===== src/rtl/pipelined_addsub_pkg.sv =====
// Shared widths and result record for the pipelined add/subtract unit.
// Latency: n/a (definitions only).
// Backpressure: n/a.
package pipelined_addsub_pkg;

    localparam int ADDSUB_WIDTH  = 16;
    localparam int ADDSUB_STAGES = 4;

    typedef struct packed {
        logic [ADDSUB_WIDTH-1:0] s;
        logic                    c_out;
        logic                    ovf;
    } addsub_res_t;

endpackage


===== src/rtl/pipelined_addsub_if.sv =====
// Operand and result handshake bundle for pipelined_addsub.
// Latency: n/a (wires only).
// Backpressure: valid/ready on both the operand and the result side.
interface pipelined_addsub_if #(
    parameter int W = 16
);
    logic         in_valid;
    logic         in_ready;
    logic [W-1:0] a;
    logic [W-1:0] b;
    logic         sub;
    logic         out_valid;
    logic         out_ready;
    logic [W-1:0] s;
    logic         c_out;
    logic         ovf;

    modport master (
        output in_valid, a, b, sub, out_ready,
        input  in_ready, out_valid, s, c_out, ovf
    );

    modport slave (
        input  in_valid, a, b, sub, out_ready,
        output in_ready, out_valid, s, c_out, ovf
    );
endinterface


===== src/rtl/pipelined_addsub_chunk.sv =====
// One chunk of the carry chain: ripple of CHUNK_W full adders.
// Latency: combinational.
// Backpressure: none.
module addsub_chunk #(
    parameter int CHUNK_W = 4
) (
    input  logic [CHUNK_W-1:0] i_a,
    input  logic [CHUNK_W-1:0] i_b,
    input  logic               i_c_in,
    output logic [CHUNK_W-1:0] o_s,
    output logic               o_c_out,
    output logic               o_c_msb_in
);
    logic [CHUNK_W:0] w_c;

    assign w_c[0] = i_c_in;

    for (genvar i = 0; i < CHUNK_W; i++) begin : g_fa
        assign o_s[i]     = i_a[i] ^ i_b[i] ^ w_c[i];
        assign w_c[i + 1] = (i_a[i] & i_b[i]) | (w_c[i] & (i_a[i] ^ i_b[i]));
    end

    assign o_c_out    = w_c[CHUNK_W];
    assign o_c_msb_in = w_c[CHUNK_W-1];
endmodule


===== src/rtl/pipelined_addsub.sv =====
// Pipelined add/subtract; the carry chain is cut into NUM_STAGES registered chunks.
// Latency: NUM_STAGES edges from the accepting edge to out_valid; 1 op/cycle.
// Backpressure: in_ready = !out_valid | out_ready; the whole pipe holds when low.
module pipelined_addsub
    import pipelined_addsub_pkg::*;
#(
    parameter int BIT_WIDTH  = ADDSUB_WIDTH,
    parameter int NUM_STAGES = ADDSUB_STAGES
) (
    input logic               clk,
    input logic               rst_n,
    pipelined_addsub_if.slave bus
);
    localparam int CHUNK_W = BIT_WIDTH / NUM_STAGES;

    if (NUM_STAGES < 1 || (BIT_WIDTH % NUM_STAGES) != 0) begin : g_bad_cfg
        $error("pipelined_addsub: BIT_WIDTH must be a non-zero multiple of NUM_STAGES");
    end

    logic w_adv;

    for (genvar k = 0; k < NUM_STAGES; k++) begin : g_stage
        localparam int LO    = k * CHUNK_W;
        localparam int REM_W = BIT_WIDTH - LO;

        logic                 w_v_in;
        logic                 w_c_in;
        logic [BIT_WIDTH-1:0] w_x_in;
        logic [REM_W-1:0]     w_b_in;
        logic [CHUNK_W-1:0]   w_s;
        logic                 w_c;
        logic                 w_c_msb;
        logic [BIT_WIDTH-1:0] w_x_nxt;

        // r_x holds finished sum chunks below LO+CHUNK_W and untouched a chunks above
        logic                 r_vld;
        logic [BIT_WIDTH-1:0] r_x;
        logic                 r_c;

        if (k == 0) begin : g_src
            assign w_v_in = bus.in_valid;
            assign w_c_in = bus.sub;
            assign w_x_in = bus.a;
            assign w_b_in = bus.sub ? ~bus.b : bus.b;
        end else begin : g_src
            assign w_v_in = g_stage[k-1].r_vld;
            assign w_c_in = g_stage[k-1].r_c;
            assign w_x_in = g_stage[k-1].r_x;
            assign w_b_in = g_stage[k-1].g_skew.r_bh;
        end

        addsub_chunk #(.CHUNK_W(CHUNK_W)) u_chunk (
            .i_a        (w_x_in[LO +: CHUNK_W]),
            .i_b        (w_b_in[CHUNK_W-1:0]),
            .i_c_in     (w_c_in),
            .o_s        (w_s),
            .o_c_out    (w_c),
            .o_c_msb_in (w_c_msb)
        );

        always_comb begin
            w_x_nxt                = w_x_in;
            w_x_nxt[LO +: CHUNK_W] = w_s;
        end

        always_ff @(posedge clk or negedge rst_n) begin
            if (!rst_n) begin
                r_vld <= 1'b0;
                r_x   <= '0;
                r_c   <= 1'b0;
            end else if (w_adv) begin
                r_vld <= w_v_in;
                r_x   <= w_x_nxt;
                r_c   <= w_c;
            end
        end

        if (REM_W > CHUNK_W) begin : g_skew
            logic [REM_W-CHUNK_W-1:0] r_bh;

            always_ff @(posedge clk or negedge rst_n) begin
                if (!rst_n) begin
                    r_bh <= '0;
                end else if (w_adv) begin
                    r_bh <= w_b_in[REM_W-1:CHUNK_W];
                end
            end
        end

        if (k == NUM_STAGES - 1) begin : g_last
            logic r_ovf;

            always_ff @(posedge clk or negedge rst_n) begin
                if (!rst_n) begin
                    r_ovf <= 1'b0;
                end else if (w_adv) begin
                    r_ovf <= w_c_msb ^ w_c;
                end
            end
        end
    end

    assign w_adv         = !g_stage[NUM_STAGES-1].r_vld || bus.out_ready;
    assign bus.in_ready  = w_adv;
    assign bus.out_valid = g_stage[NUM_STAGES-1].r_vld;
    assign bus.s         = g_stage[NUM_STAGES-1].r_x;
    assign bus.c_out     = g_stage[NUM_STAGES-1].r_c;
    assign bus.ovf       = g_stage[NUM_STAGES-1].g_last.r_ovf;
endmodule


===== src/flat_wrapper.sv =====
// flat-port wrapper written by rule: the top's interface ports become plain ports
module pipelined_addsub_flat import pipelined_addsub_pkg::*;
#(
    parameter int BIT_WIDTH  = ADDSUB_WIDTH,
    parameter int NUM_STAGES = ADDSUB_STAGES
)
  (clk, rst_n, bus_in_valid, bus_a, bus_b, bus_sub, bus_out_ready, bus_in_ready, bus_out_valid, bus_s, bus_c_out, bus_ovf);
  pipelined_addsub_if #(.W((ADDSUB_WIDTH))) bus_i ();
  input logic clk;
  input logic rst_n;
  input wire logic [$bits(bus_i.in_valid)-1:0] bus_in_valid;
  input wire logic [$bits(bus_i.a)-1:0] bus_a;
  input wire logic [$bits(bus_i.b)-1:0] bus_b;
  input wire logic [$bits(bus_i.sub)-1:0] bus_sub;
  input wire logic [$bits(bus_i.out_ready)-1:0] bus_out_ready;
  output wire logic [$bits(bus_i.in_ready)-1:0] bus_in_ready;
  output wire logic [$bits(bus_i.out_valid)-1:0] bus_out_valid;
  output wire logic [$bits(bus_i.s)-1:0] bus_s;
  output wire logic [$bits(bus_i.c_out)-1:0] bus_c_out;
  output wire logic [$bits(bus_i.ovf)-1:0] bus_ovf;
  assign bus_i.in_valid = bus_in_valid;
  assign bus_i.a = bus_a;
  assign bus_i.b = bus_b;
  assign bus_i.sub = bus_sub;
  assign bus_i.out_ready = bus_out_ready;
  assign bus_in_ready = bus_i.in_ready;
  assign bus_out_valid = bus_i.out_valid;
  assign bus_s = bus_i.s;
  assign bus_c_out = bus_i.c_out;
  assign bus_ovf = bus_i.ovf;
  pipelined_addsub #(.BIT_WIDTH(BIT_WIDTH), .NUM_STAGES(NUM_STAGES)) u_core (.clk(clk), .rst_n(rst_n), .bus(bus_i));
endmodule

===== config.mk =====
export PLATFORM = sky130hd
export DESIGN_NAME = pipelined_addsub_flat
export DESIGN_NICKNAME = d
export VERILOG_FILES = /design/src/rtl/pipelined_addsub_pkg.sv /design/src/rtl/pipelined_addsub_if.sv /design/src/rtl/pipelined_addsub_chunk.sv /design/src/rtl/pipelined_addsub.sv /design/src/flat_wrapper.sv
export SDC_FILE = /design/constraint.sdc
export NUM_CORES = 1
export LEC_CHECK = 0
export CAP_MARGIN = 10
export CORE_ASPECT_RATIO = 0.8
export CORE_MARGIN = 8
export CORE_UTILIZATION = 59
export DETAILED_ROUTE_END_ITERATION = 7
export PLACE_DENSITY = 0.92
export SKIP_LAST_GASP = 1
export SYNTH_ARGS = -nofsm -noshare
export SYNTH_HDL_FRONTEND = slang
export SYNTH_HIERARCHICAL = 1
export SYNTH_SLANG_ARGS = --single-unit

===== constraint.sdc =====
create_clock -name clk -period 4.1 [get_ports clk]
set_clock_uncertainty 0.1 [all_clocks]
set_input_delay 0.82 -clock clk [delete_from_list [all_inputs] [get_ports clk]]
set_output_delay 0.82 -clock clk [all_outputs]
set_load 0.1 [all_outputs]

==> impl_metrics.ini, run 1 <==
[run_status]
status = complete, no violations

[clock_network]
post_cts_buffers = 0
path_clk_slew_ps = 100
htree_levels = 3
cts-root-buf = clkbuf_8
cts_tree = yes
cts_sinks = 97
hold_buffers = 0
clk_latency_ps = 350
cts_buffers = 9
cts_buffer_depth = 2
ctsResizeCount = 0

[timing]
min_period_ps = 3240
timing.final.crit_share = 0.791
max_freq_mhz = 308
tightest_slew_ps = 988
max-slew-margin-rel = 0.339
setup_tns_ps = 0
rsz0062_at_grt = no
setup_viol = 0
hold_slack_ps = 244
drv_slew = 0
hold_violations = 0

[setup_path]
path_delay_family = adder cells
r2r_slack_ps = 1630
critPathMaxFanout = 16
max_stage_delay_ps = 490
path_cells = clkdlybuf4s50_1, buf_4, xor2_1, inv_1, fa_1, fa_1, inv_1, fa_1, mux2_4
worst-path-buf-inv = 4
start_kind = input port
cpMaxStageDelayCell = clkdlybuf4s50_1
cp-end-kind = flip-flop
crit_top_cell = fa_1
timing.rr.end = u_core/bus.s[15]$_DFFE_PN0P_
r2r_cells = 7
cp.arrival_ps = 3390
worst_ep_required_time_ps = 4250
r2r_start = u_core/g_stage[2].g_skew.r_bh[0]$_DFFE_PN0P_
path_class = in2reg

[power_and_ir_drop]
p_sw_mw = 1.83
switching_share = 0.417
seqPwrFrac = 0.373
pwr-share-clk = 0.142
comb_power_share = 0.485
powerDensity_nw_per_um2 = 858
p_leak_nw = 2.32
vdd_drop_max_uv = 819
p_int_mw = 2.55

[logic_synthesis]
synth_area_leaders = dfrtp_1, mux2_2, fa_1
synth-compound-area-share = 0
syn_inst = 273
synth_top_area_cell = dfrtp_1
yosysTopAreaCellShare = 0.567
synthAdderAreaFrac = 0.0749
synth-seq-cells = 97
yosys.area_share.simple = 0.00468
synth_fp_nets = 326
synthXorXnorAreaFrac = 0.0348
synth_mux_area_frac = 0.268
netlist_area_um2 = 4280
ys_warn_count = 6
synth_top_family_by_area = multiplexers
yosysSeqAreaShare = 0.567
syn_avg_cell_area_um2 = 15.7
ys_types = 11

[finish]
fillers = 456
syn2layout_area_growth_pct = 19.4
mostFrequentLayoutCells = dfrtp_1, mux2_2, clkdlybuf4s50_1, inv_1, mux2_4
multi_input_area_um2 = 1640
drive_gt1_frac = 0.354
final_common_cell = dfrtp_1
design_area_um2 = 5110
layout.area.seq_um2 = 2430
antenna_cells = 0
final_nets = 384

[floorplan]
io-pin-count = 57
die_h_um = 92.2
core-area_um2 = 6960
dieArea_um2 = 10200
start_util = 0.615
row_count = 27
die_w_um = 111

[hold_path]
hold_path.class = in2async

[grt]
groute.usage.overall = 0.148
met1_usage = 0.175
grt_max_degree = 94
met2_usage = 0.248
antenna_found_initial = 0
use_met3 = 0.0566
grt_pass1_wl_um = 12200
top_usage_layer = met2
grt_pass1_vias = 2458
grt_overflow = 0

[placed_design]
gp_congestion = 0.712
place_area_um2 = 4900
dpl.hpwl_um = 5170
portBuffers = 56

[drt]
drc = 0
wl_per_cell_um = 16.9
drt-pass1-iter-count = 3
wl_um = 7140
vias = 2150
post_drt_via_cell_ratio = 5.08
drtIter0Drc = 79
ant_nets = 0

[job]
cap_viol_max_count = 0
-- cell families after synthesis --
family / count (synthesis)
adder cells (fa/ha/maj): 16
flip-flops: 97
XOR/XNOR: 17
buffers and inverters: 45
multiplexers: 96
AND/OR/NAND/NOR: 2
-- cells in the mapped netlist --
master / n
buf_6: 4
nand2b_4: 1
buf_2: 8
fa_1: 16
inv_1: 32
mux2_4: 18
xor2_1: 17
nand2b_1: 1
buf_4: 1
mux2_2: 78
dfrtp_1: 97
-- worst max-delay path by stage --
| stage | startpoint | endpoint | slack, ps | depth (start not counted) |
|---|---|---|---|---|
| floorplan | bus_sub | u_core/g_stage[0].r_x[3]$_DFFE_PN0P_ | 810 | 10 |
| global placement | bus_sub | u_core/g_stage[0].r_x[3]$_DFFE_PN0P_ | 550 | 9 |
| detailed placement | bus_sub | u_core/g_stage[0].r_x[3]$_DFFE_PN0P_ | 480 | 9 |
| CTS | bus_sub | u_core/g_stage[0].r_x[3]$_DFFE_PN0P_ | 880 | 9 |
| global route | bus_sub | u_core/g_stage[0].r_x[3]$_DFFE_PN0P_ | 770 | 9 |
| finish | bus_sub | u_core/g_stage[0].r_x[3]$_DFFE_PN0P_ | 860 | 9 |
-- state kept, by name, indices dropped and copies added, names as in the netlist --
signal,flops
u_core/g_stage.r_x,48
u_core/g_stage.g_skew.r_bh,24
u_core/bus.s,16
u_core/g_stage.r_c,3
u_core/g_stage.r_vld,3
u_core/bus.c_out,1
u_core/bus.out_valid,1
u_core/bus.ovf,1
-- metal layers --
layer,share of wire,wire length [um],vias to the layer above
met5,0,0,-
met4,0.011,75,0
met3,0.050,355,7
met2,0.51,3660,38
met1,0.43,3040,1094
li1,-,-,1011
-- layout make-up --
cell class | count | area share
Multi-Input combinational cell | 131 | 0.321
Sequential cell | 97 | 0.475
Timing Repair Buffer | 60 | 0.120
Tap cell | 87 | 0.0213
Clock buffer | 9 | 0.0242
Clock inverter | 7 | 0.0157
Inverter | 32 | 0.0235
-- per-stage QoR --
| step | cells | util | worst slack (ps) | power, mW |
|---|---|---|---|---|
| 2_1_floorplan | 273 | - | 809 | 3.26 |
| 3_3_place_gp | 407 | 0.705 | 551 | 3.69 |
| 3_5_place_dp | 407 | 0.705 | 484 | 3.81 |
| 4_1_cts | 423 | 0.734 | 883 | 4.44 |
| 5_1_grt | 423 | 0.734 | 767 | 4.64 |
| 6_report | 423 | 0.734 | 858 | 4.38 |
-- power groups by stage --
| stage | Combinational (mW) | Clock [mW] | Sequential (mW) |
|---|---|---|---|
| after global placement | 2.06 | 0 | 1.63 |
| after CTS | 2.15 | 0.646 | 1.64 |
| after global routing | 2.27 | 0.675 | 1.69 |
| after floorplan | 0.978 | 0 | 2.28 |
| after detailed placement | 2.15 | 0 | 1.66 |
| final | 2.13 | 0.621 | 1.63 |
Power figures use the tool's default switching activity.
==> run 2, diff against run 1 <==
--- a/config.mk
+++ b/config.mk
@@ -8,9 +8,9 @@
 export CAP_MARGIN = 10
 export CORE_ASPECT_RATIO = 0.8
 export CORE_MARGIN = 8
-export CORE_UTILIZATION = 59
+export CORE_UTILIZATION = 49
 export DETAILED_ROUTE_END_ITERATION = 7
-export PLACE_DENSITY = 0.92
+export PLACE_DENSITY = 0.82
 export SKIP_LAST_GASP = 1
 export SYNTH_ARGS = -nofsm -noshare
 export SYNTH_HDL_FRONTEND = slang
==> constraint.sdc (replaced) <==
create_clock -name clk -period 2.9 [get_ports clk]
set_clock_uncertainty 0.1 [all_clocks]
set_input_delay 0.58 -clock clk [delete_from_list [all_inputs] [get_ports clk]]
set_output_delay 0.58 -clock clk [all_outputs]
set_load 0.1 [all_outputs]
==> run 2 against run 1 <==
Cell count grew 6.9%; highest routed layer unchanged; clock power up 31%; die area increased by 17%; utilization shrank 13 points; largest power group unchanged.
==> impl_metrics.ini, run 2 (same netlist as run 1, synthesis figures left out) <==
[timing]
max_freq_mhz = 354
hold_violations = 0
rsz0062_at_grt = no
tightest_slew_ps = 742
drv_slew = 0
hold_slack_ps = 173
min_period_ps = 2820
timing.final.crit_share = 0.973
max-slew-margin-rel = 0.505
worst_slack_ps = 77.5
setup_tns_ps = 0
setup_viol = 0

[floorplan]
die_w_um = 120
core-area_um2 = 8480
start_util = 0.504
die_h_um = 99.6
dieArea_um2 = 12000
row_count = 30
io-pin-count = 57

[placed_design]
gp_congestion = 0.679
portBuffers = 56
dp_slack_ps = -410
dpl.hpwl_um = 5090

[setup_path]
crit_end = u_core/g_stage[0].r_x[3]$_DFFE_PN0P_
path_class = in2reg
timing.rr.end = u_core/bus.ovf$_DFFE_PN0P_
start_kind = input port
r2r_start = u_core/g_stage[2].r_x[12]$_DFFE_PN0P_
r2r_cells = 8
crit_path_start = bus_b[0]
worst_ep_required_time_ps = 3050
critPathMaxFanout = 1
r2r_slack_ps = 400
cp.arrival_ps = 2970
cp-end-kind = flip-flop

[drt]
wl_per_cell_um = 15.4
drt-pass1-iter-count = 4
drc = 0
vias = 2181
ant_nets = 0
wl_um = 6980
post_drt_via_cell_ratio = 4.83
drtIter0Drc = 107

[clock_network]
clk_latency_ps = 360
cts_buffer_depth = 2
htree_levels = 3
cts_buffers = 9
cts_tree = yes
path_clk_slew_ps = 90
cts_sinks = 97
cts-root-buf = clkbuf_8

[grt]
grt_pass1_wl_um = 12200
grt_pass1_vias = 2561
groute.usage.overall = 0.129
antenna_found_initial = 0
grt_max_degree = 62
grt_overflow = 0

[job]
cap_viol_max_count = 0

[power_and_ir_drop]
p_leak_nw = 2.36
vdd_drop_max_uv = 877
powerDensity_nw_per_um2 = 1180

[finish]
largest_register = u_core/g_stage.r_x
drive_gt1_frac = 0.424
mostFrequentLayoutCells = dfrtp_1, mux2_2, clkdlybuf4s50_1, inv_1, buf_4
syn2layout_area_growth_pct = 19.9
antenna_cells = 0
final_common_cell = dfrtp_1
largest_reg_flops = 48
final_nets = 388

[run_status]
status = complete, no violations

[hold_path]
hold_path.class = in2async
-- run 2: worst min-delay path by stage --
stage                     depth (start not counted)  slack (ps)                                to                                 from
after global routing                              1         210       u_core/bus.s[2]$_DFFE_PN0P_                                rst_n
after global placement                            1         340  u_core/bus.out_valid$_DFFE_PN0P_  u_core/g_stage[2].r_vld$_DFFE_PN0P_
after detailed placement                          1         370  u_core/bus.out_valid$_DFFE_PN0P_  u_core/g_stage[2].r_vld$_DFFE_PN0P_
after CTS                                         1         190       u_core/bus.s[0]$_DFFE_PN0P_                                rst_n
final                                             1         170       u_core/bus.s[2]$_DFFE_PN0P_                                rst_n
after floorplan                                   0         180      u_core/bus.c_out$_DFFE_PN0P_                                rst_n
-- run 2: repair_timing --
item | 4_1_cts | 5_1_grt
pin swaps | 0 | 1
buffers inserted | 0 | 0
hold buffers | 0 | 0
gates resized for setup | 1 | 1
endpoints found under the setup margin | 1 | 1
endpoints found under the hold margin | 0 | 0
-- run 2: per-stage QoR --
stage          std cells   util  power (mW)  instance area (um2)
2_1_floorplan        273      -        4.62                 4300
3_3_place_gp         436  0.582        5.18                 4940
3_5_place_dp         436  0.582        5.31                 4940
4_1_cts              452  0.604        6.15                 5120
5_1_grt              452  0.604        6.49                 5130
6_report             452  0.604        6.05                 5130
-- run 2: layer usage --
metal / track usage / up-vias / part of all wire
met5: 0 / - / 0
li1: - / 1013 / -
met3: 0.0555 / 10 / 0.059
met4: 0.0316 / 0 / 0.012
met2: 0.201 / 44 / 0.48
met1: 0.162 / 1114 / 0.45
-- run 2: layout make-up --
| type | count | area (um2) |
|---|---|---|
| Fill cell | 702 | 3360 |
| Timing Repair Buffer | 64 | 604 |
| Clock inverter | 7 | 63.8 |
| Tap cell | 112 | 140 |
| Inverter | 32 | 120 |
| Multi-Input combinational cell | 131 | 1650 |
| Clock buffer | 9 | 124 |
| Sequential cell | 97 | 2430 |
-- run 2: where the power goes --
group          switching (mW)  total (mW)  internal [mW]
clock network           0.485       0.812          0.328
logic                    1.74        2.94           1.20
registers               0.333        2.30           1.97
-- run 2: critical path, cell delays in order --
cell             delay [ps]
clkdlybuf4s50_1         500
xor2_2                  170
fa_1                    190
inv_1                    50
fa_2                    350
fa_1                    360
inv_1                    90
fa_1                    430
mux2_4                  270
==> run 3, diff against run 2 <==
--- a/config.mk
+++ b/config.mk
@@ -8,8 +8,9 @@
 export CAP_MARGIN = 10
 export CORE_ASPECT_RATIO = 0.8
 export CORE_MARGIN = 8
-export CORE_UTILIZATION = 49
+export CORE_UTILIZATION = 57
 export DETAILED_ROUTE_END_ITERATION = 7
+export DONT_BUFFER_PORTS = 1
 export PLACE_DENSITY = 0.82
 export SKIP_LAST_GASP = 1
 export SYNTH_ARGS = -nofsm -noshare
==> run 3 against run 2 <==
The flow now finishes with violations (negative hold slack); first-iteration DRC count fell by 28%; worst hold slack got worse by 340 ps; non-clock buffer count decreased by 60; cell count shrank 18%; fmax up 16%; utilization increased by 1.8 points; register-to-register slack gained 80 ps; via count decreased by 12%.
==> impl_metrics.ini, run 3 (same netlist as run 1, synthesis figures left out) <==
[drt]
ant_nets = 0
post_drt_via_cell_ratio = 5.21
wl_um = 6460
drt-pass1-iter-count = 4
drc = 0
drtIter0Drc = 77
vias = 1929
wl_per_cell_um = 17.5

[timing]
tightest_slew_ps = 939
drv_slew = 0
setup_tns_ps = 0
hold_slack_ps = -170
setup_viol = 0
max_freq_mhz = 413
max-slew-margin-rel = 0.374
min_period_ps = 2420
rsz0062_at_grt = no
timing.final.crit_share = 0.836
hold_violations = 97

[placed_design]
dpl.hpwl_um = 4520
portBuffers = 0
gp_congestion = 0.723

[floorplan]
core-area_um2 = 7320
dieArea_um2 = 10600
io-pin-count = 57
start_util = 0.584
die_w_um = 113
die_h_um = 93.5
row_count = 28

[finish]
mostFrequentLayoutCells = dfrtp_1, mux2_2, inv_1, mux2_4
final_nets = 328
fillers = 560
drive_gt1_frac = 0.418
largest_reg_flops = 48
syn2layout_area_growth_pct = 6.52
multi_input_area_um2 = 1650
layout.area.seq_um2 = 2430
largest_register = u_core/g_stage.r_x
final_common_cell = dfrtp_1
antenna_cells = 0

[grt]
antenna_found_initial = 0
grt_max_degree = 98
groute.usage.overall = 0.132
grt_overflow = 0
grt_pass1_vias = 2106
grt_pass1_wl_um = 10900

[hold_path]
hold_path.class = in2async

[clock_network]
cts_buffer_depth = 2
cts_sinks = 97
cts_buffers = 9
path_clk_slew_ps = 90
clk_latency_ps = 340
cts_tree = yes
htree_levels = 3
ctsResizeCount = 0
cts-root-buf = clkbuf_8

[setup_path]
critPathMaxFanout = 2
cp.arrival_ps = 2560
r2r_slack_ps = 480
worst_ep_required_time_ps = 3030
start_kind = flip-flop
path_class = reg2reg
cp-end-kind = flip-flop

[job]
cap_viol_max_count = 0

[run_status]
status = finished with violations
violations = negative hold slack
[run 3: what timing repair did]
item,in CTS,in global routing
endpoints found under the setup margin,0,0
hold endpoints to repair,97,97
buffers inserted,0,0
[run 3: worst max-delay path, stage by stage (launching register included)]
cell	delay [ps]
dfrtp_1	400
fa_1	430
inv_1	80
fa_1	170
fa_1	220
inv_1	90
fa_1	400
xor2_1	170
mux2_2	260
[run 3: final cells by class]
cell class              count  area share
repair buffers              4      0.0121
clock inverters             5      0.0121
clock buffers              11      0.0310
inverters                  32      0.0264
flip-flops and latches     97       0.533
multi-input cells         131       0.361
well taps                  90      0.0247
[run 3: metrics by stage]
stage / util / instances / hold WS [ps] / cell area (um2) / setup WS, ps
floorplan: - / 273 / 184 / 4300 / 27.9
global placement: 0.596 / 354 / 188 / 4360 / 218
detailed placement: 0.596 / 354 / 187 / 4360 / 179
CTS: 0.622 / 370 / -194 / 4560 / 471
global route: 0.622 / 370 / -202 / 4560 / 408
finish: 0.622 / 370 / -170 / 4560 / 476
[run 3: path summary, 6_finish.rpt]
path | start | depth (start not counted) | end
worst max-delay path | u_core/g_stage[2].r_x[12]$_DFFE_PN0P_ | 8 | u_core/bus.ovf$_DFFE_PN0P_
worst min-delay path | rst_n | 0 | u_core/bus.s[4]$_DFFE_PN0P_
worst max register to register | u_core/g_stage[2].r_x[12]$_DFFE_PN0P_ | 8 | u_core/bus.ovf$_DFFE_PN0P_
worst min register to register | u_core/g_stage[2].r_vld$_DFFE_PN0P_ | 1 | u_core/bus.out_valid$_DFFE_PN0P_
max in group asynchronous | rst_n | 0 | u_core/g_stage[2].r_c$_DFFE_PN0P_
min in group clk | bus_a[9] | 1 | u_core/g_stage[0].r_x[9]$_DFFE_PN0P_
[run 3: layer usage]
metal,GRT usage,share of wire,vias up
li1,-,-,888
met1,0.164,0.44,993
met2,0.208,0.48,39
met3,0.0522,0.066,9
met4,0.0409,0.011,0
met5,0,0,-
Power of run 3 is left out: the tool's default activity adds up to more than one toggle a clock period on the data nets, which glitch-free logic cannot reach.
